<file path="config.mk">
export PLATFORM = sky130hd
export DESIGN_NAME = jtopl3_mmr_flat
export DESIGN_NICKNAME = d
export VERILOG_FILES = /design/src/rtl/jtopl3_mmr_if.sv /design/src/rtl/jtopl3_mmr.sv /design/src/flat_wrapper.sv
export SDC_FILE = /design/constraint.sdc
export NUM_CORES = 1
export LEC_CHECK = 0
export CORE_UTILIZATION = 62
export DETAILED_ROUTE_END_ITERATION = 10
export DONT_BUFFER_PORTS = 1
export PLACE_DENSITY = 0.77
export SYNTH_ARGS = -nofsm -noshare
export SYNTH_HDL_FRONTEND = slang
export SYNTH_SLANG_ARGS = --single-unit
</file>
<file path="constraint.sdc">
create_clock -name clk -period 4.93 [get_ports clk]
set_input_delay 0.2465 -clock clk [delete_from_list [all_inputs] [get_ports clk]]
set_output_delay 0.2465 -clock clk [all_outputs]
set_load 0.005 [all_outputs]
</file>
<file path="src/rtl/jtopl3_mmr_if.sv">
// Host bus of the OPL register front-end.
// Carries data, strobe, address select and FIFO status.
interface jtopl3_mmr_if;
    logic [7:0] din;
    logic       write;
    logic [1:0] addr;
    logic       busy;
    logic       ovf;

    modport master (output din, write, addr, input busy, ovf);
    modport slave  (input din, write, addr, output busy, ovf);
endinterface

</file>
<file path="src/rtl/jtopl3_mmr.sv">
// OPL register front-end: host writes are queued and retired one per cenop,
// then decoded into slot/channel strobes and global control registers.
module jtopl3_mmr #(
    parameter int OPL_TYPE   = 2,
    parameter int BANKS      = 1,
    parameter int FIFO_DEPTH = 4
) (
    input  logic       clk,
    input  logic       rst,
    input  logic       cenop,
    jtopl3_mmr_if.slave host,
    output logic [7:0] din_copy,
    output logic       sel_bank,
    output logic [1:0] sel_group,
    output logic [2:0] sel_sub,
    output logic       up_mult,
    output logic       up_ksl_tl,
    output logic       up_ar_dr,
    output logic       up_sl_rr,
    output logic       up_wav,
    output logic       up_fnumlo,
    output logic       up_fnumhi,
    output logic       up_fbcon,
    output logic       rhy_en,
    output logic [4:0] rhy_kon,
    output logic       am_dep,
    output logic       vib_dep,
    output logic       wave_mode,
    output logic       new_mode,
    output logic [5:0] conn_sel,
    output logic [7:0] value_A,
    output logic [7:0] value_B,
    output logic       load_A,
    output logic       load_B,
    output logic       flagen_A,
    output logic       flagen_B,
    output logic       clr_flag_A,
    output logic       clr_flag_B
);
    localparam int AW = $clog2(FIFO_DEPTH);
    localparam int CW = AW + 1;
    localparam logic [CW-1:0] FULL = CW'(FIFO_DEPTH);

    logic [16:0]   mem_q [FIFO_DEPTH];
    logic [AW-1:0] wr_q, wr_d, rd_q, rd_d;
    logic [CW-1:0] cnt_q, cnt_d;
    logic [8:0]    selreg_q, selreg_d;
    logic          busy_q, busy_d, ovf_q, ovf_d;
    logic [7:0]    din_copy_q, din_copy_d;
    logic          sel_bank_q, sel_bank_d;
    logic [1:0]    sel_group_q, sel_group_d;
    logic [2:0]    sel_sub_q, sel_sub_d;
    logic [7:0]    ups_q, ups_d;
    logic [1:0]    clr_q, clr_d;
    logic [7:0]    bd_q, bd_d;
    logic          wave_mode_q, wave_mode_d;
    logic          new_mode_q, new_mode_d;
    logic [5:0]    conn_sel_q, conn_sel_d;
    logic [7:0]    value_a_q, value_a_d, value_b_q, value_b_d;
    logic [1:0]    load_q, load_d, flagen_q, flagen_d;

    logic        push, pop, dwr, en_b, slot_hit, chan_hit;
    logic [16:0] ent;
    logic        bnk;
    logic [7:0]  r, d;

    assign dwr  = host.write && host.addr[0];
    assign push = dwr && (cnt_q != FULL);
    assign pop  = cenop && (cnt_q != '0);
    assign ent  = mem_q[rd_q];
    assign bnk  = ent[16];
    assign r    = ent[15:8];
    assign d    = ent[7:0];
    assign en_b = !bnk || new_mode_q;

    assign slot_hit = ((r >= 8'h20 && r <= 8'h9F) ||
                       (OPL_TYPE >= 2 && r >= 8'hE0)) &&
                      (r[2:0] <= 3'd5) && (r[4:3] != 2'd3);
    assign chan_hit = (r >= 8'hA0) && (r <= 8'hC8) && (r[3:0] <= 4'd8);

    always_comb begin
        selreg_d    = selreg_q;
        wr_d        = wr_q + AW'(push);
        rd_d        = rd_q + AW'(pop);
        cnt_d       = cnt_q + CW'(push) - CW'(pop);
        busy_d      = (cnt_d == FULL);
        ovf_d       = ovf_q || (dwr && cnt_q == FULL);
        din_copy_d  = din_copy_q;
        sel_bank_d  = sel_bank_q;
        sel_group_d = sel_group_q;
        sel_sub_d   = sel_sub_q;
        ups_d       = cenop ? 8'd0 : ups_q;
        clr_d       = cenop ? 2'd0 : clr_q;
        bd_d        = bd_q;
        wave_mode_d = wave_mode_q;
        new_mode_d  = new_mode_q;
        conn_sel_d  = conn_sel_q;
        value_a_d   = value_a_q;
        value_b_d   = value_b_q;
        load_d      = load_q;
        flagen_d    = flagen_q;
        if (host.write && !host.addr[0])
            selreg_d = {host.addr[1] && (BANKS == 2), host.din};
        if (pop) begin
            din_copy_d = d;
            if (OPL_TYPE == 3 && bnk && r == 8'h04) conn_sel_d = d[5:0];
            if (OPL_TYPE == 3 && bnk && r == 8'h05) new_mode_d = d[0];
            if (!bnk) begin
                case (r)
                    8'h01: if (OPL_TYPE >= 2) wave_mode_d = d[5];
                    8'h02: value_a_d = d;
                    8'h03: value_b_d = d;
                    8'h04: begin
                        clr_d = {2{d[7]}};
                        if (!d[7]) begin
                            flagen_d = {~d[5], ~d[6]};
                            load_d   = d[1:0];
                        end
                    end
                    8'hBD: bd_d = d;
                    default: ;
                endcase
            end
            if (en_b && slot_hit) begin
                sel_bank_d  = bnk;
                sel_group_d = r[4:3];
                sel_sub_d   = r[2:0];
                case (r[7:5])
                    3'd1: ups_d[7] = 1'b1;
                    3'd2: ups_d[6] = 1'b1;
                    3'd3: ups_d[5] = 1'b1;
                    3'd4: ups_d[4] = 1'b1;
                    3'd7: ups_d[3] = 1'b1;
                    default: ;
                endcase
            end
            if (en_b && chan_hit) begin
                sel_bank_d = bnk;
                // channels 6..8 fold onto subslots 0..2 of group 2
                if (r[3:0] < 4'd3) begin
                    sel_group_d = 2'd0;
                    sel_sub_d   = r[2:0];
                end else if (r[3:0] < 4'd6) begin
                    sel_group_d = 2'd1;
                    sel_sub_d   = r[2:0];
                end else begin
                    sel_group_d = 2'd2;
                    sel_sub_d   = {1'b0, ~&r[2:1], r[0]};
                end
                case (r[7:4])
                    4'hA: ups_d[2] = 1'b1;
                    4'hB: ups_d[1] = 1'b1;
                    4'hC: ups_d[0] = 1'b1;
                    default: ;
                endcase
            end
        end
    end

    always_ff @(posedge clk) begin
        if (push) mem_q[wr_q] <= {selreg_q, host.din};
    end

    always_ff @(posedge clk or posedge rst) begin
        if (rst) begin
            wr_q        <= '0;
            rd_q        <= '0;
            cnt_q       <= '0;
            selreg_q    <= 9'h0;
            busy_q      <= 1'b0;
            ovf_q       <= 1'b0;
            din_copy_q  <= 8'h0;
            sel_bank_q  <= 1'b0;
            sel_group_q <= 2'd0;
            sel_sub_q   <= 3'd0;
            ups_q       <= 8'd0;
            clr_q       <= 2'd0;
            bd_q        <= 8'h0;
            wave_mode_q <= 1'b0;
            new_mode_q  <= 1'b0;
            conn_sel_q  <= 6'd0;
            value_a_q   <= 8'h0;
            value_b_q   <= 8'h0;
            load_q      <= 2'd0;
            flagen_q    <= 2'b11;
        end else begin
            wr_q        <= wr_d;
            rd_q        <= rd_d;
            cnt_q       <= cnt_d;
            selreg_q    <= selreg_d;
            busy_q      <= busy_d;
            ovf_q       <= ovf_d;
            din_copy_q  <= din_copy_d;
            sel_bank_q  <= sel_bank_d;
            sel_group_q <= sel_group_d;
            sel_sub_q   <= sel_sub_d;
            ups_q       <= ups_d;
            clr_q       <= clr_d;
            bd_q        <= bd_d;
            wave_mode_q <= wave_mode_d;
            new_mode_q  <= new_mode_d;
            conn_sel_q  <= conn_sel_d;
            value_a_q   <= value_a_d;
            value_b_q   <= value_b_d;
            load_q      <= load_d;
            flagen_q    <= flagen_d;
        end
    end

    assign host.busy = busy_q;
    assign host.ovf  = ovf_q;
    assign din_copy  = din_copy_q;
    assign sel_bank  = sel_bank_q;
    assign sel_group = sel_group_q;
    assign sel_sub   = sel_sub_q;
    assign {up_mult, up_ksl_tl, up_ar_dr, up_sl_rr,
            up_wav, up_fnumlo, up_fnumhi, up_fbcon} = ups_q;
    assign {clr_flag_B, clr_flag_A} = clr_q;
    assign {am_dep, vib_dep, rhy_en, rhy_kon} = bd_q;
    assign wave_mode = wave_mode_q;
    assign new_mode  = new_mode_q;
    assign conn_sel  = conn_sel_q;
    assign value_A   = value_a_q;
    assign value_B   = value_b_q;
    assign {load_B, load_A}     = load_q;
    assign {flagen_B, flagen_A} = flagen_q;
endmodule

</file>
<file path="src/flat_wrapper.sv">
// flat-port wrapper written by rule: the top's interface ports become plain ports
module jtopl3_mmr_flat 
#(
    parameter int OPL_TYPE   = 2,
    parameter int BANKS      = 1,
    parameter int FIFO_DEPTH = 4
)
  (clk, rst, cenop, din_copy, sel_bank, sel_group, sel_sub, up_mult, up_ksl_tl, up_ar_dr, up_sl_rr, up_wav, up_fnumlo, up_fnumhi, up_fbcon, rhy_en, rhy_kon, am_dep, vib_dep, wave_mode, new_mode, conn_sel, value_A, value_B, load_A, load_B, flagen_A, flagen_B, clr_flag_A, clr_flag_B, host_din, host_write, host_addr, host_busy, host_ovf);
  jtopl3_mmr_if host_i ();
  input  logic clk;
  input  logic rst;
  input  logic cenop;
  output logic [7:0] din_copy;
  output logic sel_bank;
  output logic [1:0] sel_group;
  output logic [2:0] sel_sub;
  output logic up_mult;
  output logic up_ksl_tl;
  output logic up_ar_dr;
  output logic up_sl_rr;
  output logic up_wav;
  output logic up_fnumlo;
  output logic up_fnumhi;
  output logic up_fbcon;
  output logic rhy_en;
  output logic [4:0] rhy_kon;
  output logic am_dep;
  output logic vib_dep;
  output logic wave_mode;
  output logic new_mode;
  output logic [5:0] conn_sel;
  output logic [7:0] value_A;
  output logic [7:0] value_B;
  output logic load_A;
  output logic load_B;
  output logic flagen_A;
  output logic flagen_B;
  output logic clr_flag_A;
  output logic clr_flag_B;
  input wire logic [$bits(host_i.din)-1:0] host_din;
  input wire logic [$bits(host_i.write)-1:0] host_write;
  input wire logic [$bits(host_i.addr)-1:0] host_addr;
  output wire logic [$bits(host_i.busy)-1:0] host_busy;
  output wire logic [$bits(host_i.ovf)-1:0] host_ovf;
  assign host_i.din = host_din;
  assign host_i.write = host_write;
  assign host_i.addr = host_addr;
  assign host_busy = host_i.busy;
  assign host_ovf = host_i.ovf;
  jtopl3_mmr #(.OPL_TYPE(OPL_TYPE), .BANKS(BANKS), .FIFO_DEPTH(FIFO_DEPTH)) u_core (.clk(clk), .rst(rst), .cenop(cenop), .host(host_i), .din_copy(din_copy), .sel_bank(sel_bank), .sel_group(sel_group), .sel_sub(sel_sub), .up_mult(up_mult), .up_ksl_tl(up_ksl_tl), .up_ar_dr(up_ar_dr), .up_sl_rr(up_sl_rr), .up_wav(up_wav), .up_fnumlo(up_fnumlo), .up_fnumhi(up_fnumhi), .up_fbcon(up_fbcon), .rhy_en(rhy_en), .rhy_kon(rhy_kon), .am_dep(am_dep), .vib_dep(vib_dep), .wave_mode(wave_mode), .new_mode(new_mode), .conn_sel(conn_sel), .value_A(value_A), .value_B(value_B), .load_A(load_A), .load_B(load_B), .flagen_A(flagen_A), .flagen_B(flagen_B), .clr_flag_A(clr_flag_A), .clr_flag_B(clr_flag_B));
endmodule
</file>
==> out/metrics.json <==
{
  "pwr": {
    "pwr_density_cell_nw_per_um2": 622,
    "net_switching_uw": 1200,
    "combinationalPowerShare": 0.246,
    "share_clk_of_total_power": 0.309,
    "p_int_uw": 2580,
    "pwr-share-seq": 0.445,
    "leak_uw": 0.00254,
    "ir_drop_v": 0.000289,
    "power_switching_share": 0.318
  },
  "timing": {
    "minimum_clock_period_after_layout_ns": 3.14,
    "grt_setup_unrepaired": "no",
    "final-hold-violation-count": 0,
    "min_period_over_period": 0.638,
    "holdWs_ns": 0.0579,
    "finClkSkew_ns": 0.00818,
    "totalNegativeSetupSlack_ns": 0,
    "slew_headroom": 0.352,
    "final-setup-viol-count": 0,
    "slew_violations": 0,
    "maxClockFrequency_mhz": 318,
    "worstMarginPinSlew_ns": 0.969
  },
  "clocking": {
    "clockRootBuffer": "sky130_fd_sc_hd__clkbuf_8",
    "clock_sink_count": 133,
    "worst_setup_hold_path_clk_slew_ns": 0.06,
    "cts_max_path_buffers": 2,
    "cts_tree": "done",
    "cts_stage_hold_buffer_count": 12,
    "cts-htree-levels": 4,
    "cts.repair.resized": 0,
    "clock_insertion_delay_worst_skew_ns": 0.51,
    "postCtsSetupBuffers": 0,
    "cts_inserted_buffers": 17
  },
  "drt": {
    "drt_iter0_markers": 199,
    "detailedRoute.firstPassIterationCount": 4,
    "dr_total_vias": 2764,
    "number_of_design_rule_violations_left_after_detail_routing": 0,
    "drt-total-wl_um": 9580,
    "vias_per_cell": 5.92,
    "wire_per_inst_um": 20.5,
    "antenna_left": 0
  },
  "placement": {
    "io_buffer_count": 0,
    "place.detailed.hpwl_um": 5950,
    "post_dp_cell_area_sq_um": 5390,
    "gpl.final_weighted_congestion": 0.794
  },
  "global_routing": {
    "largest_net_degree_at_the_start_of_global_routing": 70,
    "first_global_vias": 2792,
    "antenna_violations_before_repair": 0,
    "gr-total-overflow": 0,
    "grt_first_pass_wirelength_um": 14900,
    "grt_util_all_layers": 0.235
  },
  "critical_path": {
    "crit_arrival_ns": 3.54,
    "timing.reg2reg.setup_slack_ns": 1.79,
    "worstPathCellList": "mux4_2 > nor2b_1 > nand2_1 > nor3_2 > mux2_2",
    "launch_instance_of_the_worst_register_to_register_path": "u_core.rd_q[1]",
    "startpoint_type": "flip-flop",
    "worst-endpoint-required_ns": 5.32,
    "max_stage_delay_ns": 0.85,
    "timing.critical_path.from": "u_core.rd_q[1]",
    "timing.rr.end": "u_core.bd_q[3]",
    "critical_path.max_fanout": 17,
    "critical_path_class": "flip-flop to flip-flop",
    "reg2reg_depth": 5,
    "worst_path_max_delay_cell": "sky130_fd_sc_hd__dfrtp_1",
    "cp-end-kind": "flip-flop"
  },
  "logic_synthesis": {
    "synth-seq-cells": 133,
    "async_reset_ff_frac": 0.519,
    "count_of_flip_flops_with_a_built_in_enable_after_synthesis": 64,
    "synthesis.instances": 326,
    "syn_area_per_cell_sq_um": 16.3,
    "synthFlopType": "sky130_fd_sc_hd__dfrtp_1",
    "synth_sequential_area_ratio": 0.686,
    "mappedNetlistArea_sq_um": 5320,
    "synth_cell_type_count": 51,
    "synth-warning-count": 0
  },
  "cells_and_area": {
    "area_growth_syn_to_layout_pct": 14.2,
    "final_nets": 368,
    "antennaDiodeCount": 0,
    "layout.cells.most_common": "sky130_fd_sc_hd__dfrtp_1",
    "design_area_final_sq_um": 6080,
    "final_cell_mix": "67 x sky130_fd_sc_hd__dfrtp_1, 64 x sky130_fd_sc_hd__edfxtp_1, 37 x sky130_fd_sc_hd__nand2_1, 19 x sky130_fd_sc_hd__mux2_2, 17 x sky130_fd_sc_hd__clkbuf_16",
    "layout-drive-gt1-share": 0.246
  },
  "floorplanning": {
    "top_level_ports": 76,
    "starting_density": 0.644,
    "die_h_um": 94.6,
    "core_area_sq_um": 8260,
    "floorplan.die.width_um": 94.6,
    "placementRows": 33,
    "design.die.area_sq_um": 8950
  },
  "flow_run": {
    "max_cap_violations": 0
  },
  "hold_path": {
    "min_to": "u_core.ups_q[4]",
    "worst_hold_startpoint": "cenop",
    "hp-class": "input port to flip-flop",
    "holdPathStages": 3
  },
  "outcome": {
    "run_status": "finished clean"
  }
}
power by group through the flow:
stage | Sequential [uW] | Clock, uW | Combinational, uW
after floorplan | 1610 | 0 | 762
after global placement | 1690 | 0 | 875
after detailed placement | 1700 | 0 | 902
after CTS | 1680 | 1180 | 922
after global routing | 1720 | 1220 | 1020
final | 1680 | 1170 | 930
critical path, delay by kind of cell, from the launching register on:
| kind | cells | cell delay (ns) |
|---|---|---|
| multiplexers | 2 | 0.93 |
| flip-flops | 1 | 0.85 |
| AND/OR/NAND/NOR | 3 | 1.23 |
stage by stage:
step	cells	setup WS (ns)	utilization	total power, uW
after floorplan	333	2.37	-	2370
after global placement	423	1.83	0.653	2560
after detailed placement	423	1.75	0.653	2600
after CTS	467	1.77	0.736	3790
after global routing	467	1.63	0.736	3960
final	467	1.79	0.736	3780
layout make-up:
| cell class | count | area [sq um] |
|---|---|---|
| Tap cell | 105 | 131 |
| Clock inverter | 13 | 120 |
| Multi-Input combinational cell | 167 | 1530 |
| Clock buffer | 19 | 443 |
| Inverter | 14 | 52.6 |
| Timing Repair Buffer | 16 | 150 |
| Sequential cell | 133 | 3650 |
| Fill cell | 491 | 2180 |
cells in the mapped netlist, types with 4 or more instances:
cell type | n | share of area
sky130_fd_sc_hd__dfrtp_1 | 67 | 0.32
sky130_fd_sc_hd__edfxtp_1 | 64 | 0.36
sky130_fd_sc_hd__nand2_1 | 37 | 0.026
sky130_fd_sc_hd__mux2_2 | 19 | 0.040
sky130_fd_sc_hd__mux4_2 | 16 | 0.068
sky130_fd_sc_hd__inv_1 | 14 | 0.0099
sky130_fd_sc_hd__mux2_4 | 10 | 0.028
sky130_fd_sc_hd__buf_4 | 9 | 0.013
sky130_fd_sc_hd__mux2_1 | 7 | 0.015
sky130_fd_sc_hd__nor2_1 | 6 | 0.0042
sky130_fd_sc_hd__clkbuf_1 | 5 | 0.0035
sky130_fd_sc_hd__ha_1 | 4 | 0.0094
sky130_fd_sc_hd__o211ai_1 | 4 | 0.0056
sky130_fd_sc_hd__o2bb2ai_1 | 4 | 0.0066
sky130_fd_sc_hd__xor2_1 | 4 | 0.0066
per-layer routing:
layer  vias up  routed length [um]  track usage
met5         -                   0            0
met4         0                  97       0.0934
met3        12                 681       0.0709
met2       101                4780        0.372
met1      1402                4020        0.306
li1       1249                   -            -
worst max path at each step:
stage / to / slack, ns
2_1_floorplan: u_core.host.busy / 2.37
3_3_place_gp: u_core.value_A[2] / 1.83
3_5_place_dp: u_core.bd_q[4] / 1.75
4_1_cts: u_core.bd_q[3] / 1.77
5_1_grt: u_core.bd_q[3] / 1.63
6_report: u_core.bd_q[3] / 1.79
logic make-up (layout without fill, tap and decap cells):
family / after synthesis / count (layout) / share of synthesized area
DFF: 133 / 133 / 0.686
other: 1 / 8 / 0.000705
AOI/OAI and AO/OA: 29 / 29 / 0.0433
adders and majority gates: 5 / 5 / 0.0132
buffers and inverters: 33 / 62 / 0.0332
and+or+nand+nor: 65 / 65 / 0.0586
muxes: 55 / 55 / 0.157
xor gates and xnor gates: 5 / 5 / 0.00823
sequential cells by signal, summed over array words and instances (netlist names), 2 cells and up:
register,flops
u_core.ups_q,8
u_core.clr_q,2
u_core.sel_group,2
u_core.din_copy,8
u_core.value_B,8
u_core.bd_q,8
u_core.mem_q,64
u_core.value_A,8
u_core.sel_sub,3
u_core.selreg_q,8
u_core.wr_q,2
u_core.flagen_q,2
u_core.cnt_q,3
u_core.rd_q,2
u_core.load_q,2
Note: power is estimated with default switching activity, not from simulation.
